--- config.mk ---
export PLATFORM = sky130hd
export DESIGN_NAME = mem_arbiter_flat
export DESIGN_NICKNAME = d
export VERILOG_FILES = /design/src/rtl/mem_arb_pkg.sv /design/src/rtl/mem_arb_if.sv /design/src/rtl/mem_arb_rsp_slot.sv /design/src/rtl/mem_arbiter.sv /design/src/flat_wrapper.sv
export SDC_FILE = /design/constraint.sdc
export NUM_CORES = 1
export LEC_CHECK = 0
export CORE_ASPECT_RATIO = 1.75
export CORE_MARGIN = 3
export CORE_UTILIZATION = 30
export DETAILED_ROUTE_END_ITERATION = 6
export PLACE_DENSITY = 0.57
export SYNTH_ARGS = -nofsm -noshare
export SYNTH_HDL_FRONTEND = slang
export SYNTH_SLANG_ARGS = --single-unit
--- constraint.sdc ---
create_clock -name clk -period 3.9 [get_ports clk]
set_input_delay 0.78 -clock clk [delete_from_list [all_inputs] [get_ports clk]]
set_output_delay 0.78 -clock clk [all_outputs]
set_load 0.005 [all_outputs]
--- src/rtl/mem_arb_pkg.sv ---
// Shared types, widths and the byte-merge helper for the memory arbiter.
package mem_arb_pkg;

  localparam int unsigned MEM_ADDR_WIDTH = 8;
  localparam int unsigned MEM_DATA_WIDTH = 32;
  localparam int unsigned STRB_W         = MEM_DATA_WIDTH / 8;

  typedef enum logic {
    IDLE,
    RMW
  } state_e;

  typedef enum logic [1:0] {
    GNT_NONE,
    GNT_IF,
    GNT_LS
  } grant_e;

  // Byte-wise select: strobed bytes come from new_word, the rest from old_word.
  function automatic logic [MEM_DATA_WIDTH-1:0] merge_bytes(
    input logic [MEM_DATA_WIDTH-1:0] old_word,
    input logic [MEM_DATA_WIDTH-1:0] new_word,
    input logic [STRB_W-1:0]         strb
  );
    logic [MEM_DATA_WIDTH-1:0] res;
    res = old_word;
    for (int i = 0; i < int'(STRB_W); i++) begin
      if (strb[i]) begin
        res[8*i +: 8] = new_word[8*i +: 8];
      end
    end
    return res;
  endfunction

endpackage

--- src/rtl/mem_arb_if.sv ---
// Fetch port, load/store port and memory-side signals of the arbiter.
interface mem_arb_if #(
  parameter int unsigned ADDR_WIDTH = 8,
  parameter int unsigned DATA_WIDTH = 32
);

  logic                    if_req_valid;
  logic                    if_req_ready;
  logic [ADDR_WIDTH-1:0]   if_req_addr;
  logic                    if_rsp_valid;
  logic                    if_rsp_ready;
  logic [DATA_WIDTH-1:0]   if_rsp_data;

  logic                    ls_req_valid;
  logic                    ls_req_ready;
  logic [ADDR_WIDTH-1:0]   ls_req_addr;
  logic                    ls_req_we;
  logic [DATA_WIDTH/8-1:0] ls_req_wstrb;
  logic [DATA_WIDTH-1:0]   ls_req_wdata;
  logic                    ls_rsp_valid;
  logic                    ls_rsp_ready;
  logic [DATA_WIDTH-1:0]   ls_rsp_data;

  logic [ADDR_WIDTH-1:0]   mem_addr;
  logic [DATA_WIDTH-1:0]   mem_data_in;
  logic                    mem_write_enable;
  logic [DATA_WIDTH-1:0]   mem_data_out;

  // Arbiter side.
  modport slave (
    input  if_req_valid, if_req_addr, if_rsp_ready,
    input  ls_req_valid, ls_req_addr, ls_req_we, ls_req_wstrb, ls_req_wdata, ls_rsp_ready,
    input  mem_data_out,
    output if_req_ready, if_rsp_valid, if_rsp_data,
    output ls_req_ready, ls_rsp_valid, ls_rsp_data,
    output mem_addr, mem_data_in, mem_write_enable
  );

  // Core / memory side.
  modport master (
    output if_req_valid, if_req_addr, if_rsp_ready,
    output ls_req_valid, ls_req_addr, ls_req_we, ls_req_wstrb, ls_req_wdata, ls_rsp_ready,
    output mem_data_out,
    input  if_req_ready, if_rsp_valid, if_rsp_data,
    input  ls_req_ready, ls_rsp_valid, ls_rsp_data,
    input  mem_addr, mem_data_in, mem_write_enable
  );

endinterface

--- src/rtl/mem_arb_rsp_slot.sv ---
// Single-entry response holding register: loads on load_i, drains on ready_i.
module mem_arb_rsp_slot #(
  parameter int unsigned DATA_WIDTH = 32
) (
  input  logic                  clk_i,
  input  logic                  rst_ni,
  input  logic                  load_i,
  input  logic [DATA_WIDTH-1:0] data_i,
  input  logic                  ready_i,
  output logic                  valid_o,
  output logic [DATA_WIDTH-1:0] data_o
);

  logic                  valid_q, valid_d;
  logic [DATA_WIDTH-1:0] data_q, data_d;

  // A load always wins: the arbiter only loads when the slot is empty or draining.
  always_comb begin
    valid_d = valid_q & ~ready_i;
    data_d  = data_q;
    if (load_i) begin
      valid_d = 1'b1;
      data_d  = data_i;
    end
  end

  // Slot register with synchronous active-low reset.
  always_ff @(posedge clk_i) begin
    if (!rst_ni) begin
      valid_q <= 1'b0;
      data_q  <= '0;
    end else begin
      valid_q <= valid_d;
      data_q  <= data_d;
    end
  end

  assign valid_o = valid_q;
  assign data_o  = data_q;

endmodule

--- src/rtl/mem_arbiter.sv ---
// Round-robin arbiter sharing one single-port memory between fetch and load/store,
// with read-modify-write for sub-word stores.
module mem_arbiter
  import mem_arb_pkg::*;
#(
  parameter int unsigned ADDR_WIDTH = MEM_ADDR_WIDTH,
  parameter int unsigned DATA_WIDTH = MEM_DATA_WIDTH
) (
  input  logic     clk,
  input  logic     rst_n,
  mem_arb_if.slave bus
);

  state_e                state_q, state_d;
  grant_e                last_grant_q, last_grant_d;
  logic [ADDR_WIDTH-1:0] rmw_addr_q, rmw_addr_d;
  logic [DATA_WIDTH-1:0] rmw_data_q, rmw_data_d;

  grant_e                grant;
  logic                  if_elig, ls_elig;
  logic                  ls_full, ls_null, ls_partial;
  logic [ADDR_WIDTH-1:0] if_word_addr, ls_word_addr;
  logic [DATA_WIDTH-1:0] merged;
  logic                  if_load, ls_load;
  logic [DATA_WIDTH-1:0] ls_load_data;
  logic                  if_rsp_valid, ls_rsp_valid;
  logic [DATA_WIDTH-1:0] if_rsp_data, ls_rsp_data;

  assign if_word_addr = {bus.if_req_addr[ADDR_WIDTH-1:2], 2'b00};
  assign ls_word_addr = {bus.ls_req_addr[ADDR_WIDTH-1:2], 2'b00};
  assign ls_full      = &bus.ls_req_wstrb;
  assign ls_null      = ~|bus.ls_req_wstrb;
  assign ls_partial   = ~ls_full & ~ls_null;
  assign merged       = DATA_WIDTH'(merge_bytes(MEM_DATA_WIDTH'(bus.mem_data_out),
                                                MEM_DATA_WIDTH'(bus.ls_req_wdata),
                                                STRB_W'(bus.ls_req_wstrb)));

  // Grant decision; a requester may win when its response slot is free or draining.
  always_comb begin
    if_elig = bus.if_req_valid && (!if_rsp_valid || bus.if_rsp_ready);
    ls_elig = bus.ls_req_valid && (!ls_rsp_valid || bus.ls_rsp_ready);
    grant   = GNT_NONE;
    if (rst_n && state_q == IDLE) begin
      if (if_elig && ls_elig) begin
        grant = (last_grant_q == GNT_IF) ? GNT_LS : GNT_IF;
      end else if (if_elig) begin
        grant = GNT_IF;
      end else if (ls_elig) begin
        grant = GNT_LS;
      end
    end
    bus.if_req_ready = (grant == GNT_IF);
    bus.ls_req_ready = (grant == GNT_LS);
  end

  // Memory-side mux: granted request, or the merged write-back during RMW.
  always_comb begin
    bus.mem_addr         = '0;
    bus.mem_data_in      = bus.ls_req_wdata;
    bus.mem_write_enable = 1'b0;
    if (grant == GNT_IF) begin
      bus.mem_addr = if_word_addr;
    end else if (grant == GNT_LS) begin
      bus.mem_addr         = ls_word_addr;
      bus.mem_write_enable = bus.ls_req_we && ls_full;
    end else if (rst_n && state_q == RMW) begin
      bus.mem_addr         = rmw_addr_q;
      bus.mem_data_in      = rmw_data_q;
      bus.mem_write_enable = 1'b1;
    end
  end

  // Next state, RMW capture and response-slot loads.
  always_comb begin
    state_d      = state_q;
    last_grant_d = last_grant_q;
    rmw_addr_d   = rmw_addr_q;
    rmw_data_d   = rmw_data_q;
    if (grant != GNT_NONE) begin
      last_grant_d = grant;
    end
    if (state_q == RMW) begin
      state_d = IDLE;
    end else if (grant == GNT_LS && bus.ls_req_we && ls_partial) begin
      state_d    = RMW;
      rmw_addr_d = ls_word_addr;
      rmw_data_d = merged;
    end

    if_load = (grant == GNT_IF);
    ls_load = (grant == GNT_LS && !(bus.ls_req_we && ls_partial)) || (state_q == RMW);
    if (state_q == RMW) begin
      ls_load_data = rmw_data_q;
    end else if (bus.ls_req_we && ls_full) begin
      ls_load_data = bus.ls_req_wdata;
    end else begin
      // Loads and null stores both return the word currently in memory.
      ls_load_data = bus.mem_data_out;
    end
  end

  // Arbiter state registers; reset drops any in-flight RMW.
  always_ff @(posedge clk) begin
    if (!rst_n) begin
      state_q      <= IDLE;
      last_grant_q <= GNT_IF;
      rmw_addr_q   <= '0;
      rmw_data_q   <= '0;
    end else begin
      state_q      <= state_d;
      last_grant_q <= last_grant_d;
      rmw_addr_q   <= rmw_addr_d;
      rmw_data_q   <= rmw_data_d;
    end
  end

  mem_arb_rsp_slot #(
    .DATA_WIDTH(DATA_WIDTH)
  ) u_if_slot (
    .clk_i  (clk),
    .rst_ni (rst_n),
    .load_i (if_load),
    .data_i (bus.mem_data_out),
    .ready_i(bus.if_rsp_ready),
    .valid_o(if_rsp_valid),
    .data_o (if_rsp_data)
  );

  mem_arb_rsp_slot #(
    .DATA_WIDTH(DATA_WIDTH)
  ) u_ls_slot (
    .clk_i  (clk),
    .rst_ni (rst_n),
    .load_i (ls_load),
    .data_i (ls_load_data),
    .ready_i(bus.ls_rsp_ready),
    .valid_o(ls_rsp_valid),
    .data_o (ls_rsp_data)
  );

  assign bus.if_rsp_valid = if_rsp_valid;
  assign bus.if_rsp_data  = if_rsp_data;
  assign bus.ls_rsp_valid = ls_rsp_valid;
  assign bus.ls_rsp_data  = ls_rsp_data;

endmodule

--- src/flat_wrapper.sv ---
// flat-port wrapper written by rule: the top's interface ports become plain ports
module mem_arbiter_flat import mem_arb_pkg::*;
#(
  parameter int unsigned ADDR_WIDTH = MEM_ADDR_WIDTH,
  parameter int unsigned DATA_WIDTH = MEM_DATA_WIDTH
)
  (clk, rst_n, bus_if_req_valid, bus_if_req_addr, bus_if_rsp_ready, bus_ls_req_valid, bus_ls_req_addr, bus_ls_req_we, bus_ls_req_wstrb, bus_ls_req_wdata, bus_ls_rsp_ready, bus_mem_data_out, bus_if_req_ready, bus_if_rsp_valid, bus_if_rsp_data, bus_ls_req_ready, bus_ls_rsp_valid, bus_ls_rsp_data, bus_mem_addr, bus_mem_data_in, bus_mem_write_enable);
  mem_arb_if #(.ADDR_WIDTH(ADDR_WIDTH), .DATA_WIDTH(DATA_WIDTH)) bus_i ();
  input  logic clk;
  input  logic rst_n;
  input wire logic [$bits(bus_i.if_req_valid)-1:0] bus_if_req_valid;
  input wire logic [$bits(bus_i.if_req_addr)-1:0] bus_if_req_addr;
  input wire logic [$bits(bus_i.if_rsp_ready)-1:0] bus_if_rsp_ready;
  input wire logic [$bits(bus_i.ls_req_valid)-1:0] bus_ls_req_valid;
  input wire logic [$bits(bus_i.ls_req_addr)-1:0] bus_ls_req_addr;
  input wire logic [$bits(bus_i.ls_req_we)-1:0] bus_ls_req_we;
  input wire logic [$bits(bus_i.ls_req_wstrb)-1:0] bus_ls_req_wstrb;
  input wire logic [$bits(bus_i.ls_req_wdata)-1:0] bus_ls_req_wdata;
  input wire logic [$bits(bus_i.ls_rsp_ready)-1:0] bus_ls_rsp_ready;
  input wire logic [$bits(bus_i.mem_data_out)-1:0] bus_mem_data_out;
  output wire logic [$bits(bus_i.if_req_ready)-1:0] bus_if_req_ready;
  output wire logic [$bits(bus_i.if_rsp_valid)-1:0] bus_if_rsp_valid;
  output wire logic [$bits(bus_i.if_rsp_data)-1:0] bus_if_rsp_data;
  output wire logic [$bits(bus_i.ls_req_ready)-1:0] bus_ls_req_ready;
  output wire logic [$bits(bus_i.ls_rsp_valid)-1:0] bus_ls_rsp_valid;
  output wire logic [$bits(bus_i.ls_rsp_data)-1:0] bus_ls_rsp_data;
  output wire logic [$bits(bus_i.mem_addr)-1:0] bus_mem_addr;
  output wire logic [$bits(bus_i.mem_data_in)-1:0] bus_mem_data_in;
  output wire logic [$bits(bus_i.mem_write_enable)-1:0] bus_mem_write_enable;
  assign bus_i.if_req_valid = bus_if_req_valid;
  assign bus_i.if_req_addr = bus_if_req_addr;
  assign bus_i.if_rsp_ready = bus_if_rsp_ready;
  assign bus_i.ls_req_valid = bus_ls_req_valid;
  assign bus_i.ls_req_addr = bus_ls_req_addr;
  assign bus_i.ls_req_we = bus_ls_req_we;
  assign bus_i.ls_req_wstrb = bus_ls_req_wstrb;
  assign bus_i.ls_req_wdata = bus_ls_req_wdata;
  assign bus_i.ls_rsp_ready = bus_ls_rsp_ready;
  assign bus_i.mem_data_out = bus_mem_data_out;
  assign bus_if_req_ready = bus_i.if_req_ready;
  assign bus_if_rsp_valid = bus_i.if_rsp_valid;
  assign bus_if_rsp_data = bus_i.if_rsp_data;
  assign bus_ls_req_ready = bus_i.ls_req_ready;
  assign bus_ls_rsp_valid = bus_i.ls_rsp_valid;
  assign bus_ls_rsp_data = bus_i.ls_rsp_data;
  assign bus_mem_addr = bus_i.mem_addr;
  assign bus_mem_data_in = bus_i.mem_data_in;
  assign bus_mem_write_enable = bus_i.mem_write_enable;
  mem_arbiter #(.ADDR_WIDTH(ADDR_WIDTH), .DATA_WIDTH(DATA_WIDTH)) u_core (.clk(clk), .rst_n(rst_n), .bus(bus_i));
endmodule
# == Word-level counts from Yosys, hierarchy flattened ==
# Cells that the tools add are included.
# op_classes
eq_ne,3
muxes,23
bitwise,8
reduce_logical,21
# ops
operator,count
2-to-1 mux 32 bit,5
2-to-1 mux 8 bit,7
logical AND 1 bit,10
2-to-1 mux 2 bit,5
2-to-1 mux 1 bit,6
NOT 1 bit,5
"== test 2 x 1 -> 1 bit, second input constant",2
AND reduction 4 bit,1
OR reduction 4 bit,1
bitwise AND 1 bit,3
zero test 1 bit,3
logical OR 1 bit,3
"== test 2 bit, second input constant",1
AND reduction 2 bit,1
nonzero test 2 bit,1
OR reduction 2 bit,1
# totals
reg_bits,107
input_bits,91
out_inout_bits,109
wordCells,63

# == Depth between registers and ports, before layout ==
# Gate-level depths: netlist of run 1.
# logic_depth
ltp_word,11
ltp_mapped,8
mapped_depth_nobuf,5

# == Modules after synthesis ==
# A second synthesis of run 1 with hierarchy kept.
# hier_totals
hier_cells,567
hier_area_um2,5619.1
# modules_own_cells
module,instances,cells_per_inst,area_per_inst_um2,seq_area_each_um2
mem_arbiter,1,355,3064.2,820.8
mem_arb_rsp_slot,2,106,1277.5,660.6

# == Worst setup path before layout of run 1 ==
# No wires, ideal clock.
# synth_path
path_kind,input -> output
from,input rst_n
to,output bus_mem_write_enable
arrival_time_ns,2.001
t_required_ns,3.120
slack_ns,1.119
cell_stages,7
path_buffers,3
cell_sequence,buf_2 -> nor2b_1 -> and3_1 -> clkbuf_1 -> buf_2 -> nand2_1 -> o21ai_0
# synth_via
elab_chain_cells,5
word_cells_on_any_way,8
cone_classes,eq/ne: 2; mux: 4; reduce/logical: 2
# synth_lines
item,line_no,text
start: declaration,flat_wrapper.sv:10,input logic rst_n;
logical AND 1 bit,mem_arbiter.sv:43,if (rst_n && state_q == IDLE) begin
2-to-1 mux 2 bit,mem_arbiter.sv:43,
== test 2 bit,mem_arbiter.sv:63,end else if (grant == GNT_LS) begin
2-to-1 mux 1 bit,mem_arbiter.sv:63,
2-to-1 mux 1 bit *,mem_arbiter.sv:61,if (grant == GNT_IF) begin
end: declaration,flat_wrapper.sv:29,output wire logic [$bits(bus_i.mem_write_enable)-1:0] bus_mem_write_enable;
# Mark *: on every way between the ends. The rest lies on a longest branch, timed or not.

# == Worst setup path after layout of run 1 ==
# layout_path
from,input bus_ls_rsp_ready
to,output bus_mem_write_enable
# layout_via
elab_chain_cells,9
word_cells_on_any_way,11
cone_classes,eq/ne: 2; mux: 6; reduce/logical: 3
# layout_lines
item,line_no,text
start: declaration,flat_wrapper.sv:19,input wire logic [$bits(bus_i.ls_rsp_ready)-1:0] bus_ls_rsp_ready;
logical OR 1 bit *,mem_arbiter.sv:41,ls_elig = bus.ls_req_valid && (!ls_rsp_valid || bus.ls_rsp_ready);
logical AND 1 bit *,mem_arbiter.sv:41,
2-to-1 mux 2 bit,mem_arbiter.sv:48,end else if (ls_elig) begin
2-to-1 mux 2 bit,mem_arbiter.sv:46,end else if (if_elig) begin
2-to-1 mux 2 bit *,mem_arbiter.sv:44,if (if_elig && ls_elig) begin
2-to-1 mux 2 bit *,mem_arbiter.sv:43,
== test 2 bit,mem_arbiter.sv:63,
2-to-1 mux 1 bit,mem_arbiter.sv:63,
2-to-1 mux 1 bit *,mem_arbiter.sv:61,
# Marks and branches as above.

==> summary.md, run 1 <==
| Metric | Value |
|---|---|
| Syn Area/Cell | `8.45 um2` |
| Library cells used by synthesis | `36` |
| Final setup skew | `9.89 ps` |
| Count of mapped cells out of synthesis | `667` |
| Area growth from synthesis to layout | `42.9%` |
| Cell repeated most along the worst path | `clkdlybuf4s50_1` |
| Register area share after synthesis | `38.0%` |
| Layout cell share with drive strength beyond 1 | `8.26%` |
| Total number of clock tree sinks | `107` |
| Total global routing track utilization | `21.5%` |
| Sw power | `0.000793 W` |
| Sort of element at the start of the critical path | `input pin` |
| Worst Path Max Fanout | `13` |
| Ant. Diodes | `0` |
| Cell Rows | `65` |
| RSZ-0062 raised after global routing | `no` |
| Post-CTS Setup Repair Bufs | `0` |
| TritonCTS Buffers | `9` |
| Hold Crit Class | `reg -> reg` |
| H-Tree Level Count | `3` |
| Synth Cell Area | `5640 um2` |
| Clock root buffer | `clkbuf_16` |
| Worst EP required | `3120 ps` |
| Top-count cell post-synth | `dfxtp_1` |
| Number of synthesized flops with an enable pin | `0` |
| CTS clock-pin slew for the worst setup and hold paths | `70 ps` |
| Number of max-cap violations | `0` |
| Cell area power density | `367 nW/um2` |
| Post-route minimum period | `3480 ps` |
| Slew of the pin with the lowest slew margin | `896 ps` |
| Slowest stage cell on the critical path | `clkdlybuf4s50_1` |
| Largest area contributor in the netlist | `dfxtp_1` |
| Clock buffer depth | `2` |
| Clock share of power | `37.5%` |
| Highest clock rate | `287 MHz` |
| DRC | `0` |
| Worst-skew pair later-pin latency | `340 ps` |
| Yosys top cell area share | `38.0%` |
| DP Cell Count | `1043` |
| Post-detailed-route wirelength per cell | `21.1 um` |
| Total Wirelength | `22300 um` |
| Ports placed on the boundary | `200` |
| Layout Cell Area excl Fill | `8050 um2` |
| Global-route wire length before repair | `33800 um` |
| Run status | `completed` |
| Quantity of gates resized following cts | `0` |
| Via count of the routed design | `5729` |
| Die ar. | `20500 um2` |
| Count of placed standard cells in the final layout, fillers left out | `1057` |
| Standard cell area after detailed placement | `7700 um2` |
| Series of cell instances along the critical path | `clkdlybuf4s50_1 -> nand2b_1 -> and3_2 -> nand2_1 -> o21ai_0 -> clkdlybuf4s50_1` |
| Number of nets with antenna violations after detailed routing | `0` |
| HPWL after DPL | `15100 um` |
| CP Capture Type | `primary output` |
| Last weighted congestion value of the routability-driven placer | `0.788` |
| Signal arrival time at the worst endpoint | `2700 ps` |
| Post-layout nets | `911` |
| Total internal power | `0.00216 W` |
| Die span in x | `110 um` |
| Remaining max-slew budget at the tightest pin | `40.3%` |
| Number of hold-slack violations in the final timing report | `0` |
| Initial Util | `30.9%` |
| Number of setup violations in the final report | `0` |
| Peak VDD IR | `271 uV` |
| Synth area leaders | `dfxtp_1 38%, mux2i_1 7.6%, nand2_1 6.7%, a31oi_1 5.9%, nand3_1 5.1%` |
| Part of the power in combinational logic | `22.1%` |
| Final TNS setup | `0 ps` |
| Slew Limit Fails | `0` |
| Switching share of power | `26.8%` |
| Share of synthesized registers carrying an async set or reset | `0%` |
| Number of global-route vias before repair | `5849` |
| Core Box Area | `18200 um2` |
| Flip-flop and latch count after synthesis | `107` |
| Floorplan die height | `187 um` |
| Part of the total power dissipated in sequential elements | `40.5%` |
| CTS tree | `done` |
| Antenna violations before repair | `0` |
| Overflow left after global routing | `0` |
| Number of buffers inserted by hold repair at cts | `0` |
| Number of vias per cell after detailed routing | `5.42` |
| Post-layout power | `0.00296 W` |
| Share of the clock period used by the worst path | `89.3%` |
| Pin count of the biggest net entering global routing | `75` |
| R2R Setup Slk | `1350 ps` |
| Startpoint-to-endpoint class of the critical path | `in -> out` |
| First-pass iteration count of the detailed router | `4` |
| Initial detailed-routing violation count | `265` |
| Count of buffers from port buffering | `193` |
| Synth top cells by count | `107 x dfxtp_1, 100 x nand2_1, 57 x nand3_1` |
| Number of warnings printed during yosys synthesis | `0` |
| Critical Path Max Stage Delay | `550 ps` |
| Leak pwr | `3.04 nW` |
| Dominant register cell in the synthesized netlist | `dfxtp_1` |
==> logic make-up after synthesis <==
family / count (synthesis) / share of synthesized area (%)
AOI/OAI and AO/OA: 216 / 26.5
and+or+nand+nor: 186 / 15.7
DFF: 107 / 38.0
buffers and inverters: 93 / 7.90
muxes: 64 / 11.8
other: 1 / 0.0665
==> worst max-delay path: cells and delay by family <==
family / cells / cell delay, ps
AO/OA/AOI/OAI: 1 / 190
AND/OR/NAND/NOR: 3 / 730
buffers and inverters: 2 / 990
==> final cells by class <==
class	instances	area, um2
fillers	1837	10200
flip-flops and latches	107	2140
inverters	16	60.1
clock buffers	9	225
clock inverters	5	128
well taps	234	293
repair buffers	218	2130
multi-input cells	468	3080
==> power groups by stage <==
| stage | Combinational, W | Clock [W] | Sequential (W) |
|---|---|---|---|
| CTS | 0.000657 | 0.00113 | 0.00120 |
| finish | 0.000652 | 0.00111 | 0.00120 |
| global route | 0.000704 | 0.00117 | 0.00120 |
| global placement | 0.000651 | 0 | 0.00122 |
| floorplan | 0.000301 | 0 | 0.00122 |
| detailed placement | 0.000654 | 0 | 0.00122 |
==> metrics by stage <==
stage	utilization [%]	hold WS (ps)	setup slack, ps
after floorplan	-	445	1120
after global placement	42.3	447	430
after detailed placement	42.3	453	419
after CTS	44.2	464	409
after global routing	44.2	482	340
final	44.2	464	416
==> metal layers <==
metal / vias up / part of all wire [%] / track usage, %
met4: 0 / 2.9 / 7.73
met5: - / 0 / 0
met2: 152 / 53 / 38.4
met1: 2777 / 40 / 25.3
li1: 2769 / - / -
met3: 31 / 4.2 / 3.32
==> sequential cells by signal (all words and copies together), names as in the netlist <==
name                      flops
u_core.rmw_data_q            32
u_core.u_if_slot.data_o      32
u_core.u_ls_slot.data_o      32
u_core.rmw_addr_q             6
u_core.last_grant_q           2
u_core.state_q                1
u_core.u_if_slot.valid_o      1
u_core.u_ls_slot.valid_o      1
==> path summary, 6_finish.rpt <==
kind	start	to	cells after the start
hold reg to reg	u_core.u_ls_slot.data_o[15]	u_core.u_ls_slot.data_o[15]	2
hold / removal	u_core.u_ls_slot.data_o[15]	u_core.u_ls_slot.data_o[15]	2
setup / recovery	bus_ls_rsp_ready	bus_mem_write_enable	6
setup reg to reg	u_core.state_q	u_core.u_ls_slot.data_o[10]	5
==> layout by cell type (no fill, tap or decap), drive strengths merged, types with 16 or more instances in the layout <==
| cell type | count |
|---|---|
| a211oi | 32 |
| a21oi | 41 |
| a221o | 27 |
| a31oi | 54 |
| buf | 26 |
| clkdlybuf4s50 | 192 |
| dfxtp | 107 |
| inv | 16 |
| mux2 | 21 |
| mux2i | 43 |
| nand2 | 100 |
| nand3 | 58 |
| o21ai | 44 |
(Power assumes the default switching activity.)
==> run 2, diff against run 1 <==
--- a/config.mk
+++ b/config.mk
@@ -10,6 +10,7 @@
 export CORE_UTILIZATION = 30
 export DETAILED_ROUTE_END_ITERATION = 6
 export PLACE_DENSITY = 0.57
+export SETUP_SLACK_MARGIN = 0.1
 export SYNTH_ARGS = -nofsm -noshare
 export SYNTH_HDL_FRONTEND = slang
 export SYNTH_SLANG_ARGS = --single-unit
==> results of run 2 <==
Same layout as run 1: the final DEF is identical, and so are final timing and power.
==> run 3, diff against run 2 <==
==> constraint.sdc (replaced) <==
create_clock -name clk -period 4.15 [get_ports clk]
set_input_delay 0.83 -clock clk [delete_from_list [all_inputs] [get_ports clk]]
set_output_delay 0.83 -clock clk [all_outputs]
set_load 0.005 [all_outputs]
==> run 3 against run 2 <==
  * Sequential power down 7%
  * Sequential share of layout area grew 0.30 points
  * Combinational power decreased by 6.6%
  * Register-to-register slack gained 260 ps
  * Core utilization fell by 0.49 points
  * Clock power fell by 25%
  * Die area is the same
  * Setup slack better by 130 ps
  * Routed wire length is 0.19% higher
  * Non-clock buffer count shrank 2
  * Critical endpoint unchanged
  * Highest routed layer unchanged
==> summary.md, run 3 (same netlist as run 1, synthesis figures left out) <==
| Metric | Value |
|---|---|
| Fin worst setup slack | `550 ps (+134 ps)` |
| Setup slack after placement | `553 ps (+134 ps)` |
| Area used by multi-input combinational logic | `3080 um2 (unchanged)` |
| Sort of element at the start of the critical path | `input pin` |
| Number of buffers inserted by hold repair at cts | `0 (unchanged)` |
| Total Wirelength | `22400 um (+0.19%)` |
| Clock root buffer | `clkbuf_16` |
| Remaining max-slew budget at the tightest pin | `39.0% (-1.3 points)` |
| Ant. Diodes | `0 (unchanged)` |
| Cell area power density | `323 nW/um2 (-12%)` |
| Quantity of gates resized following cts | `0 (unchanged)` |
| Hold Crit Class | `reg -> reg` |
| Startpoint-to-endpoint class of the critical path | `in -> out` |
| Via count of the routed design | `5760 (+0.54%)` |
| Number of global-route vias before repair | `5848 (-0.017%)` |
| Core Box Area | `18200 um2 (unchanged)` |
| Layout cell share with drive strength beyond 1 | `8.14% (-0.12 points)` |
| Global-route wire length before repair | `34400 um (+1.8%)` |
| Highest clock rate | `278 MHz` |
| CTS tree | `done` |
| CTS clock-pin slew for the worst setup and hold paths | `70 ps (about the same)` |
| Standard cell area after detailed placement | `7680 um2 (-0.19%)` |
| Slew Limit Fails | `0 (unchanged)` |
| Post-route minimum period | `3600 ps` |
| Number of max-cap violations | `0 (unchanged)` |
| First-pass iteration count of the detailed router | `5 (+1)` |
| Post-CTS Setup Repair Bufs | `0 (unchanged)` |
| Share of the clock period used by the worst path | `86.8%` |
| Initial detailed-routing violation count | `315 (+19%)` |
| DP Cell Count | `1041 (-0.19%)` |
| Number of vias per cell after detailed routing | `5.45 (+0.54%)` |
| Commonest non-fill, non-tap cell in the layout | `clkdlybuf4s50_1` |
| Initial Util | `30.9% (unchanged)` |
| RSZ-0062 raised after global routing | `no` |
| Number of nets with antenna violations after detailed routing | `0 (unchanged)` |
| Antenna violations before repair | `0 (unchanged)` |
| FILL cells | `1862 (+1.4%)` |
| Final setup skew | `9.73 ps (-0.155 ps)` |
| HPWL after DPL | `15300 um (+1.0%)` |
| H-Tree Level Count | `3 (unchanged)` |
| Run status | `completed` |
| Post-layout nets | `909 (-0.22%)` |
| Worst EP required | `3320 ps (+200 ps)` |
| Count of buffers from port buffering | `193 (unchanged)` |
| Floorplan die height | `187 um (unchanged)` |
| Final TNS setup | `0 ps (unchanged)` |
| Pin count of the biggest net entering global routing | `75 (unchanged)` |
| Peak VDD IR | `282 uV (+4.0%)` |
| Leak pwr | `3.00 nW (-1.3%)` |
| Post-detailed-route wirelength per cell | `21.2 um (+0.19%)` |
| Layout Cell Area excl Fill | `7960 um2 (-1.1%)` |
| Area growth from synthesis to layout | `41.3%` |
| Clock buffer depth | `2 (unchanged)` |
| Sequential cell area | `2140 um2 (unchanged)` |
| TritonCTS Buffers | `9 (unchanged)` |
| Total number of clock tree sinks | `107 (unchanged)` |
| Slew of the pin with the lowest slew margin | `915 ps (+18.9 ps)` |
| Overflow left after global routing | `0 (unchanged)` |
| CP Capture Type | `primary output` |
| Total global routing track utilization | `21.8% (+0.30 points)` |
| Ports placed on the boundary | `200 (unchanged)` |
| Number of hold-slack violations in the final timing report | `0 (unchanged)` |
| Count of placed standard cells in the final layout, fillers left out | `1057 (unchanged)` |
| Cell Rows | `65 (unchanged)` |
| Leading cell types in the layout, fill and taps excluded | `192 x clkdlybuf4s50_1, 107 x dfxtp_1, 100 x nand2_1, 55 x nand3_1, 53 x a31oi_1` |
| Die ar. | `20500 um2 (unchanged)` |
| DRC | `0 (unchanged)` |
| Number of setup violations in the final report | `0 (unchanged)` |
| Last weighted congestion value of the routability-driven placer | `0.771 (-2.3%)` |
| Signal arrival time at the worst endpoint | `2770 ps (+70 ps)` |
| Worst-skew pair later-pin latency | `340 ps (about the same)` |
| Die span in x | `110 um (unchanged)` |
| Worst Path Max Fanout | `13 (unchanged)` |
## run 3: cell count changes in the layout (fill, tap and decap cells not counted)
cell | before | now
buf_4 | 24 | 22
bufinv_16 | 4 | 0
clkbuf_1 | 0 | 1
clkinv_2 | 0 | 1
clkinv_4 | 0 | 3
clkinvlp_4 | 1 | 0
inv_6 | 0 | 2
## run 3: worst paths after layout
check / startpoint / endpoint / slack, ps / depth (start not counted)
min: u_core.u_ls_slot.data_o[12] / u_core.u_ls_slot.data_o[12] / 460 / 2
min reg2reg: u_core.u_ls_slot.data_o[12] / u_core.u_ls_slot.data_o[12] / 460 / 2
max reg2reg: u_core.state_q / u_core.u_ls_slot.data_o[23] / 1610 / 5
max: bus_ls_rsp_ready / bus_mem_write_enable / 550 / 6
## run 3: critical path, cell delays in order
cell             delay [ps]
clkdlybuf4s50_1         450
nand2b_1                200
and3_2                  350
nand2_1                 180
o21ai_0                 200
clkdlybuf4s50_1         560
## run 3: layer usage
metal | track usage, % | routed length [um] | up-vias
li1 | - | - | 2779
met1 | 24.9 | 8620 | 2775
met2 | 40.2 | 12100 | 180
met3 | 3.70 | 1150 | 26
met4 | 6.24 | 465 | 0
met5 | 0 | 0 | -
## run 3: metrics by stage
step,total power [W],util [%],hold slack (ps)
final,0.00257,43.7,462
after global routing,0.00269,43.7,479
after CTS,0.00260,43.7,462
after detailed placement,0.00176,42.2,451
after global placement,0.00176,42.2,449
after floorplan,0.00143,-,445
## run 3: layout make-up
cell class	instances	share of cell area, %
well taps	234	3.68
clock buffers	10	2.88
clock inverters	6	0.613
repair buffers	216	26.5
flip-flops and latches	107	26.9
multi-input cells	468	38.7
inverters	16	0.754
## run 3: where the power goes
group,internal [W],switching (W)
logic,0.000299,0.000311
registers,0.00109,0.0000374
clock network,0.000416,0.000419
total,0.00180,0.000767
